[src/rtl/tbec_rsc_encoder_pipe.sv]
// Two-stage, multi-lane TBEC-RSC encoder (16-bit words -> 32-bit codewords) with valid/ready handshakes.
// Fault injection (FSM, mask, inj_count_o) is built only when TBEC_FAULT_INJECT_EN is defined.
module tbec_rsc_encoder_pipe #(
  parameter int NUM_LANES  = 4,
  parameter int INJ_PERIOD = 16
) (
  input  logic                                              clk_i,
  input  logic                                              rst_i,
  input  logic                                              in_valid_i,
  output logic                                              in_ready_o,
  input  logic [16*NUM_LANES-1:0]                           in_data_i,
  output logic                                              out_valid_o,
  input  logic                                              out_ready_i,
  output logic [32*NUM_LANES-1:0]                           out_data_o,
  input  logic [1:0]                                        inj_mode_i,
  input  logic [6:0]                                        inj_pattern_i,
  input  logic [4:0]                                        inj_pos_i,
  input  logic [((NUM_LANES > 1) ? $clog2(NUM_LANES) : 1)-1:0] inj_lane_i,
  output logic [31:0]                                       cw_count_o,
  output logic [15:0]                                       inj_count_o
);

  localparam int DW = 32 * NUM_LANES;

  // d[15] is bit index 0; s[g][k] is index 4g+k.
  function automatic logic [31:0] encode_lane(input logic [15:0] d);
    logic [3:0][3:0] s;
    logic [15:0]     sys;
    logic [3:0]      p;
    logic [3:0]      di;
    logic [7:0]      cb;
    for (int g = 0; g < 4; g++) begin
      for (int k = 0; k < 4; k++) begin
        s[g][k] = d[15-(4*g+k)];
      end
    end
    for (int k = 0; k < 4; k++) begin
      for (int g = 0; g < 4; g++) begin
        sys[15-(4*k+g)] = s[g][k];
      end
    end
    p[0]  = s[0][0] ^ s[0][1] ^ s[1][0] ^ s[1][1];
    p[1]  = s[2][0] ^ s[2][1] ^ s[3][0] ^ s[3][1];
    p[2]  = s[0][2] ^ s[0][3] ^ s[1][2] ^ s[1][3];
    p[3]  = s[2][2] ^ s[2][3] ^ s[3][2] ^ s[3][3];
    di[0] = s[0][0] ^ s[1][1] ^ s[2][0] ^ s[3][1];
    di[1] = s[0][1] ^ s[1][0] ^ s[2][1] ^ s[3][0];
    di[2] = s[0][2] ^ s[1][3] ^ s[2][2] ^ s[3][3];
    di[3] = s[0][3] ^ s[1][2] ^ s[2][3] ^ s[3][2];
    for (int g = 0; g < 4; g++) begin
      cb[7-2*g] = s[g][0] ^ s[g][2];
      cb[6-2*g] = s[g][1] ^ s[g][3];
    end
    return {sys, di[0], di[3], di[1], di[2], p[0], p[3], p[1], p[2], cb};
  endfunction

  logic          s1_valid_q;
  logic [DW-1:0] s1_cw_q;
  logic [DW-1:0] s1_mask_q;
  logic          out_valid_q;
  logic [DW-1:0] out_data_q;
  logic [31:0]   cw_count_q;
  logic [DW-1:0] enc_s;
  logic [DW-1:0] mask_s;
  logic          s2_adv_s;
  logic          in_ready_s;
  logic          in_fire_s;
  logic          out_fire_s;

  assign s2_adv_s   = !out_valid_q || out_ready_i;
  assign in_ready_s = !s1_valid_q || s2_adv_s;
  assign in_fire_s  = in_valid_i && in_ready_s;
  assign out_fire_s = out_valid_q && out_ready_i;

  always_comb begin
    enc_s = '0;
    for (int l = 0; l < NUM_LANES; l++) begin
      enc_s[32*l +: 32] = encode_lane(in_data_i[16*l +: 16]);
    end
  end

`ifdef TBEC_FAULT_INJECT_EN
  typedef enum logic [1:0] {ST_OFF, ST_ARMED, ST_CONT, ST_PERIODIC} inj_state_t;

  inj_state_t  state_q;
  logic [1:0]  mode_q;
  logic [15:0] per_cnt_q;
  logic        s1_inj_q;
  logic        out_inj_q;
  logic [15:0] inj_count_q;
  logic [31:0] lane_mask_s;
  logic        lane_ok_s;
  logic        hit_s;
  logic        corrupt_s;

  assign lane_mask_s = {25'b0, inj_pattern_i} << inj_pos_i;
  assign lane_ok_s   = 32'(inj_lane_i) < 32'(NUM_LANES);
  assign corrupt_s   = hit_s && lane_ok_s && (lane_mask_s != 32'd0);

  always_comb begin
    case (state_q)
      ST_ARMED:    hit_s = 1'b1;
      ST_CONT:     hit_s = 1'b1;
      ST_PERIODIC: hit_s = (per_cnt_q == 16'(INJ_PERIOD - 1));
      default:     hit_s = 1'b0;
    endcase
  end

  always_comb begin
    mask_s = '0;
    for (int l = 0; l < NUM_LANES; l++) begin
      if (hit_s && (32'(inj_lane_i) == 32'(l))) begin
        mask_s[32*l +: 32] = lane_mask_s;
      end else begin
        mask_s[32*l +: 32] = 32'd0;
      end
    end
  end

  // A mode change re-enters the matching state; otherwise accepted beats drive the transitions.
  always_ff @(posedge clk_i) begin
    if (rst_i) begin
      state_q   <= ST_OFF;
      mode_q    <= 2'b00;
      per_cnt_q <= 16'd0;
    end else begin
      mode_q <= inj_mode_i;
      if (inj_mode_i != mode_q) begin
        per_cnt_q <= 16'd0;
        case (inj_mode_i)
          2'b01:   state_q <= ST_ARMED;
          2'b10:   state_q <= ST_CONT;
          2'b11:   state_q <= ST_PERIODIC;
          default: state_q <= ST_OFF;
        endcase
      end else if (in_fire_s) begin
        case (state_q)
          ST_ARMED:    state_q <= ST_OFF;
          ST_PERIODIC: per_cnt_q <= hit_s ? 16'd0 : per_cnt_q + 16'd1;
          default:     state_q <= state_q;
        endcase
      end
    end
  end

  always_ff @(posedge clk_i) begin
    if (rst_i) begin
      s1_inj_q    <= 1'b0;
      out_inj_q   <= 1'b0;
      inj_count_q <= 16'd0;
    end else begin
      if (in_fire_s) begin
        s1_inj_q <= corrupt_s;
      end
      if (s2_adv_s && s1_valid_q) begin
        out_inj_q <= s1_inj_q;
      end
      if (out_fire_s && out_inj_q && (inj_count_q != 16'hFFFF)) begin
        inj_count_q <= inj_count_q + 16'd1;
      end
    end
  end

  assign inj_count_o = inj_count_q;
`else
  logic unused_inj_s;

  assign mask_s       = '0;
  assign inj_count_o  = 16'd0;
  assign unused_inj_s = ^{inj_mode_i, inj_pattern_i, inj_pos_i, inj_lane_i};
`endif

  // Stage 1 holds codewords and mask; stage 2 holds the corrupted codeword presented downstream.
  always_ff @(posedge clk_i) begin
    if (rst_i) begin
      s1_valid_q  <= 1'b0;
      s1_cw_q     <= '0;
      s1_mask_q   <= '0;
      out_valid_q <= 1'b0;
      out_data_q  <= '0;
      cw_count_q  <= 32'd0;
    end else begin
      if (in_ready_s) begin
        s1_valid_q <= in_valid_i;
        if (in_valid_i) begin
          s1_cw_q   <= enc_s;
          s1_mask_q <= mask_s;
        end
      end
      if (s2_adv_s) begin
        out_valid_q <= s1_valid_q;
        if (s1_valid_q) begin
          out_data_q <= s1_cw_q ^ s1_mask_q;
        end
      end
      if (out_fire_s) begin
        cw_count_q <= cw_count_q + 32'd1;
      end
    end
  end

  assign in_ready_o  = in_ready_s;
  assign out_valid_o = out_valid_q;
  assign out_data_o  = out_data_q;
  assign cw_count_o  = cw_count_q;

endmodule

[config.mk]
export PLATFORM = sky130hd
export DESIGN_NAME = tbec_rsc_encoder_pipe
export DESIGN_NICKNAME = d
export VERILOG_FILES = /design/src/rtl/tbec_rsc_encoder_pipe.sv
export SDC_FILE = /design/constraint.sdc
export NUM_CORES = 1
export LEC_CHECK = 0
export CORE_MARGIN = 2
export CORE_UTILIZATION = 50
export CTS_BUF_LIST = sky130_fd_sc_hd__clkbuf_16
export DETAILED_ROUTE_END_ITERATION = 10
export PLACE_DENSITY = 0.82
export REMOVE_ABC_BUFFERS = 1
export SYNTH_ARGS = -nofsm -noshare
export SYNTH_HDL_FRONTEND = slang
export SYNTH_SLANG_ARGS = --single-unit
[constraint.sdc]
create_clock -name clk_i -period 2.39 [get_ports clk_i]
set_input_delay 0.478 -clock clk_i [delete_from_list [all_inputs] [get_ports clk_i]]
set_output_delay 0.478 -clock clk_i [all_outputs]
set_load 0.03 [all_outputs]
# == After elaboration in Yosys (flattened, before gate mapping) ==
# Cells that the tools add are included.
# classes
n_reduce_logical,7
bitwise_logic,128
add_sub_neg,1
# ops
op,count
$xor A1 B1 Y1,128
$add A32 B1 Y32 const B,1
$reduce_and A2 Y1,2
$logic_not A1 Y1,2
$logic_or A1 B1 Y1,2
$logic_and A1 B1 Y1,1
# word_totals
inputBits,84
output_inout_bits,178
ff_bits,290
elab_cells,141

# == Logic depth before layout (Yosys ltp) ==
# Gate-level depths: netlist of run 1.
# depth
depth_word,4
depth_mapped,7
mapped_depth_nobuf,4

# == Worst setup path before layout of run 1 ==
# No wires, ideal clock.
# synth_path
kind,register to register
start,reg out_valid_q (netlist: out_valid_o)
end,reg s1_cw_q[112]
arrival_time_ns,1.972
period_less_slack_ns,2.043
path_stages_with_launch,7
required_time_ns,2.320
slack_ns,0.347
n_path_buf,2
setup_time_ns,0.070
path_cell_list,dfxtp_1 > nand3b_1 > nand2_1 > clkbuf_1 > clkbuf_1 > nand2_1 > a21oi_1
# synth_between
elab_chain_len,4
# synth_rtl
item,line_no,source
start: declaration,60,logic out_valid_q;
start signal: assignment,191,out_valid_q <= s1_valid_q;
$logic_not A1 Y1,70,assign s2_adv_s = !out_valid_q || out_ready_i;
$logic_or A1 B1 Y1,70,
$logic_or A1 B1 Y1,71,assign in_ready_s = !s1_valid_q || s2_adv_s;
named net in_ready_o,10,"output logic in_ready_o,"
$reduce_and A2 Y1 (no source line),-,
end signal: assignment,186,s1_cw_q <= enc_s;
end: declaration,58,logic [DW-1:0] s1_cw_q;
# The timed path passes the listed nets, and every way through them passes these cells.
# A chain may end at the register's enable or synchronous reset.

# == Worst setup path in the final report of run 1 ==
# layout_path
start,reg cw_count_q[15] (netlist: cw_count_o[15])
end,out cw_count_o[15]
# layout_lines
item,line_no,source
start: declaration,62,logic [31:0] cw_count_q;
start signal: assignment,197,cw_count_q <= cw_count_q + 32'd1;
end: declaration,19,"output logic [31:0] cw_count_o,"
# No word-level cell between the ends.

==> impl_metrics.ini, run 1 <==
[yosys]
ys_seq_area_share_pct = 51.87
avgSynthCellArea_um2 = 8.193
ys_ff_latch = 290
synth_top_family_by_area = simple AND/OR/NAND/NOR gates
ys_warn_count = 0
syn_area_um2 = 11190
synth_compound_area_share_pct = 13.53
synth-simple-area-share_pct = 20.97
yosys.area_share.adder_pct = 0.1118
synth_cell_types = 33
synth_cells = 1366
synth_xor_area_share_pct = 8.295
muxShareOfSynthArea_pct = 0.7043

[worst_setup_path]
reg2reg_slack_ns = 0.48
cp-start-kind = register
critPathTopFamily = buffers and inverters
end_kind = primary output
r2r_cells = 4
max_stage_delay_ns = 0.73
cp-startpoint = cw_count_o[15]
crit_path_cell_trace = clkdlybuf4s50_1
critical_path.max_fanout = 8
slowest_stage = clkdlybuf4s50_1
path_buf_inv = 1
reg2reg_from = cw_count_o[21]
setup.worst_path.class = register to primary output
crit_arrival_ns = 1.71
worst_ep_required_time_ns = 1.91
r2r_end = cw_count_o[31]

[global_routing]
grt_max_degree = 73
grt_use_met2_pct = 39.11
use_met1_pct = 29.15
grt_first_pass_wirelength_um = 46000
grt_use_met3_pct = 6.285
grt_pass1_vias = 9348
overflow = 0
grt_usage_pct = 22.94
antenna_found_initial = 2
busiest_layer = met2

[detailed_routing]
dr.first_iter.drc_count = 539
wl_um = 28110
final_antenna_net_count = 0
via_per_inst = 5.216
num_vias = 9727
firstDrtPassIters = 5
wl_per_cell_um = 15.07
drc = 0

[layout]
diodes = 0
area_growth_pct = 33.30
final_common_cell = nand2_1
final_cell_mix = 394 x nand2_1, 290 x dfxtp_1, 227 x clkdlybuf4s50_1
layout-drive-gt1-share_pct = 6.057
fill_cells = 1734
fin_nets = 1650

[clock_network]
cts_hold_buf = 0
cts_sinks = 290
numCtsBuffers = 30
cts_max_level = 1
postCtsSetupBuffers = 0
cts_resized = 0
insertion_delay_ns = 0.53
clk_pin_slew_ns = 0.06
clock-root-buffer = clkbuf_16
cts_tree = done
cts.path.max_buffers = 3

[power_and_ir_drop]
vdd_ir_drop_max_uv = 740.8
power_mw = 11.10
p_leak_nw = 5.307
powerDensity_nw_per_um2 = 743.9

[sta]
hold_viol = 0
post-route-period-util_pct = 91.42
rsz0062_at_grt = false
drv_slew = 0
setup_viol = 0
fin_hold_ws_ns = 0.3693
period_minus_slack_ns = 2.185
max_freq_ghz = 0.4577
fin_skew_ns = 0.009844

[die]
num_rows = 54
start_util_pct = 51.13
io-pin-count = 262
die_area_um2 = 23600
dieHeight_um = 153.6
die_x_um = 153.6
core_area_um2 = 21890

[status]
outcome = finished clean

[min_path]
hold_depth = 2
min_to = out_data_o[86]
min_path_type = input pin to register
min-delay-start = rst_i

[placement]
port_buffers = 229
dpl.hpwl_um = 18820
routabilityCongestion = 0.8354

[flow_run]
maxCapViolations = 0
[how the worst max path moves through the flow]
stage	to	depth (start not counted)	slack (ns)
floorplan	s1_cw_q[0]	3	-5.18
global placement	cw_count_o[28]	6	0.08
detailed placement	out_data_o[31]	8	0.07
CTS	out_valid_o	1	0.18
global route	out_valid_o	1	0.13
finish	cw_count_o[15]	1	0.21
[sequential cells by signal (all words and copies together) (netlist names)]
register and cells:
s1_valid_q 1, cw_count_o 32, s1_cw_q 128, out_data_o 128
out_valid_o 1
[cells by family after synthesis]
logic type	after synthesis
fa+ha+maj	1
xor+xnor	106
compound gates	273
simple gates	571
flops	290
buf+inv	117
mux	7
other cells	1
[Yosys cell counts (all sizes together)]
cell type	n	share of area [%]
a211oi	50	3.4
a21oi	209	9.3
and2	2	0.11
and3	2	0.11
and4	6	0.47
buf	27	1.5
clkbuf	84	2.8
conb	1	0.034
dfxtp	290	52
ha	1	0.11
inv	6	0.20
mux2	7	0.70
nand2	395	13
nand2b	1	0.056
nand3	10	0.49
nand3b	1	0.067
nand4	11	0.61
nor2	97	3.3
nor2b	9	0.50
nor3	18	0.80
nor4	3	0.17
o21ai	5	0.22
o31ai	9	0.60
or2	1	0.056
or3	5	0.31
or4	10	0.70
xnor2	78	6.1
xor2	28	2.2
[metrics by stage]
stage | area (um2) | TNS [ns] | cells | util [%] | setup slack [ns]
global placement | 13940 | 0 | 1813 | 63.68 | 0.07886
detailed placement | 13940 | 0 | 1813 | 63.68 | 0.06595
CTS | 14920 | 0 | 1865 | 68.15 | 0.1766
global route | 14920 | 0 | 1865 | 68.15 | 0.1301
finish | 14920 | 0 | 1865 | 68.15 | 0.2051
floorplan | 10770 | -1003.30 | 1270 | - | -5.177
[layout make-up]
cell class | count | area, um2 | area share, %
repair buffers | 263 | 2788 | 18.68
multi-input cells | 974 | 4975 | 33.34
clock buffers | 31 | 775.7 | 5.200
inverters | 6 | 22.52 | 0.1510
flip-flops and latches | 290 | 5806 | 38.91
well taps | 280 | 350.3 | 2.348
clock inverters | 21 | 202.7 | 1.359
[per-layer routing]
metal	vias to the layer above	wire, um	share of wire, %
li1	4856	-	-
met1	4567	11560	41
met2	272	13780	49
met3	30	2352	8.4
met4	2	394	1.4
met5	-	16	0.057
[power breakdown]
part / internal, mW / switching [mW]
logic: 0.557 / 0.755
clock network: 2.76 / 1.84
registers: 5.06 / 0.119
No activity file was read; power rests on OpenSTA's default activity.
==> run 2, diff against run 1 <==
--- a/config.mk
+++ b/config.mk
@@ -9,6 +9,7 @@
 export CORE_UTILIZATION = 50
 export CTS_BUF_LIST = sky130_fd_sc_hd__clkbuf_16
 export DETAILED_ROUTE_END_ITERATION = 10
+export HOLD_SLACK_MARGIN = 0.06
 export PLACE_DENSITY = 0.82
 export REMOVE_ABC_BUFFERS = 1
 export SYNTH_ARGS = -nofsm -noshare
==> results of run 2 <==
The final DEF is identical to that of run 1; final timing and power are the same.
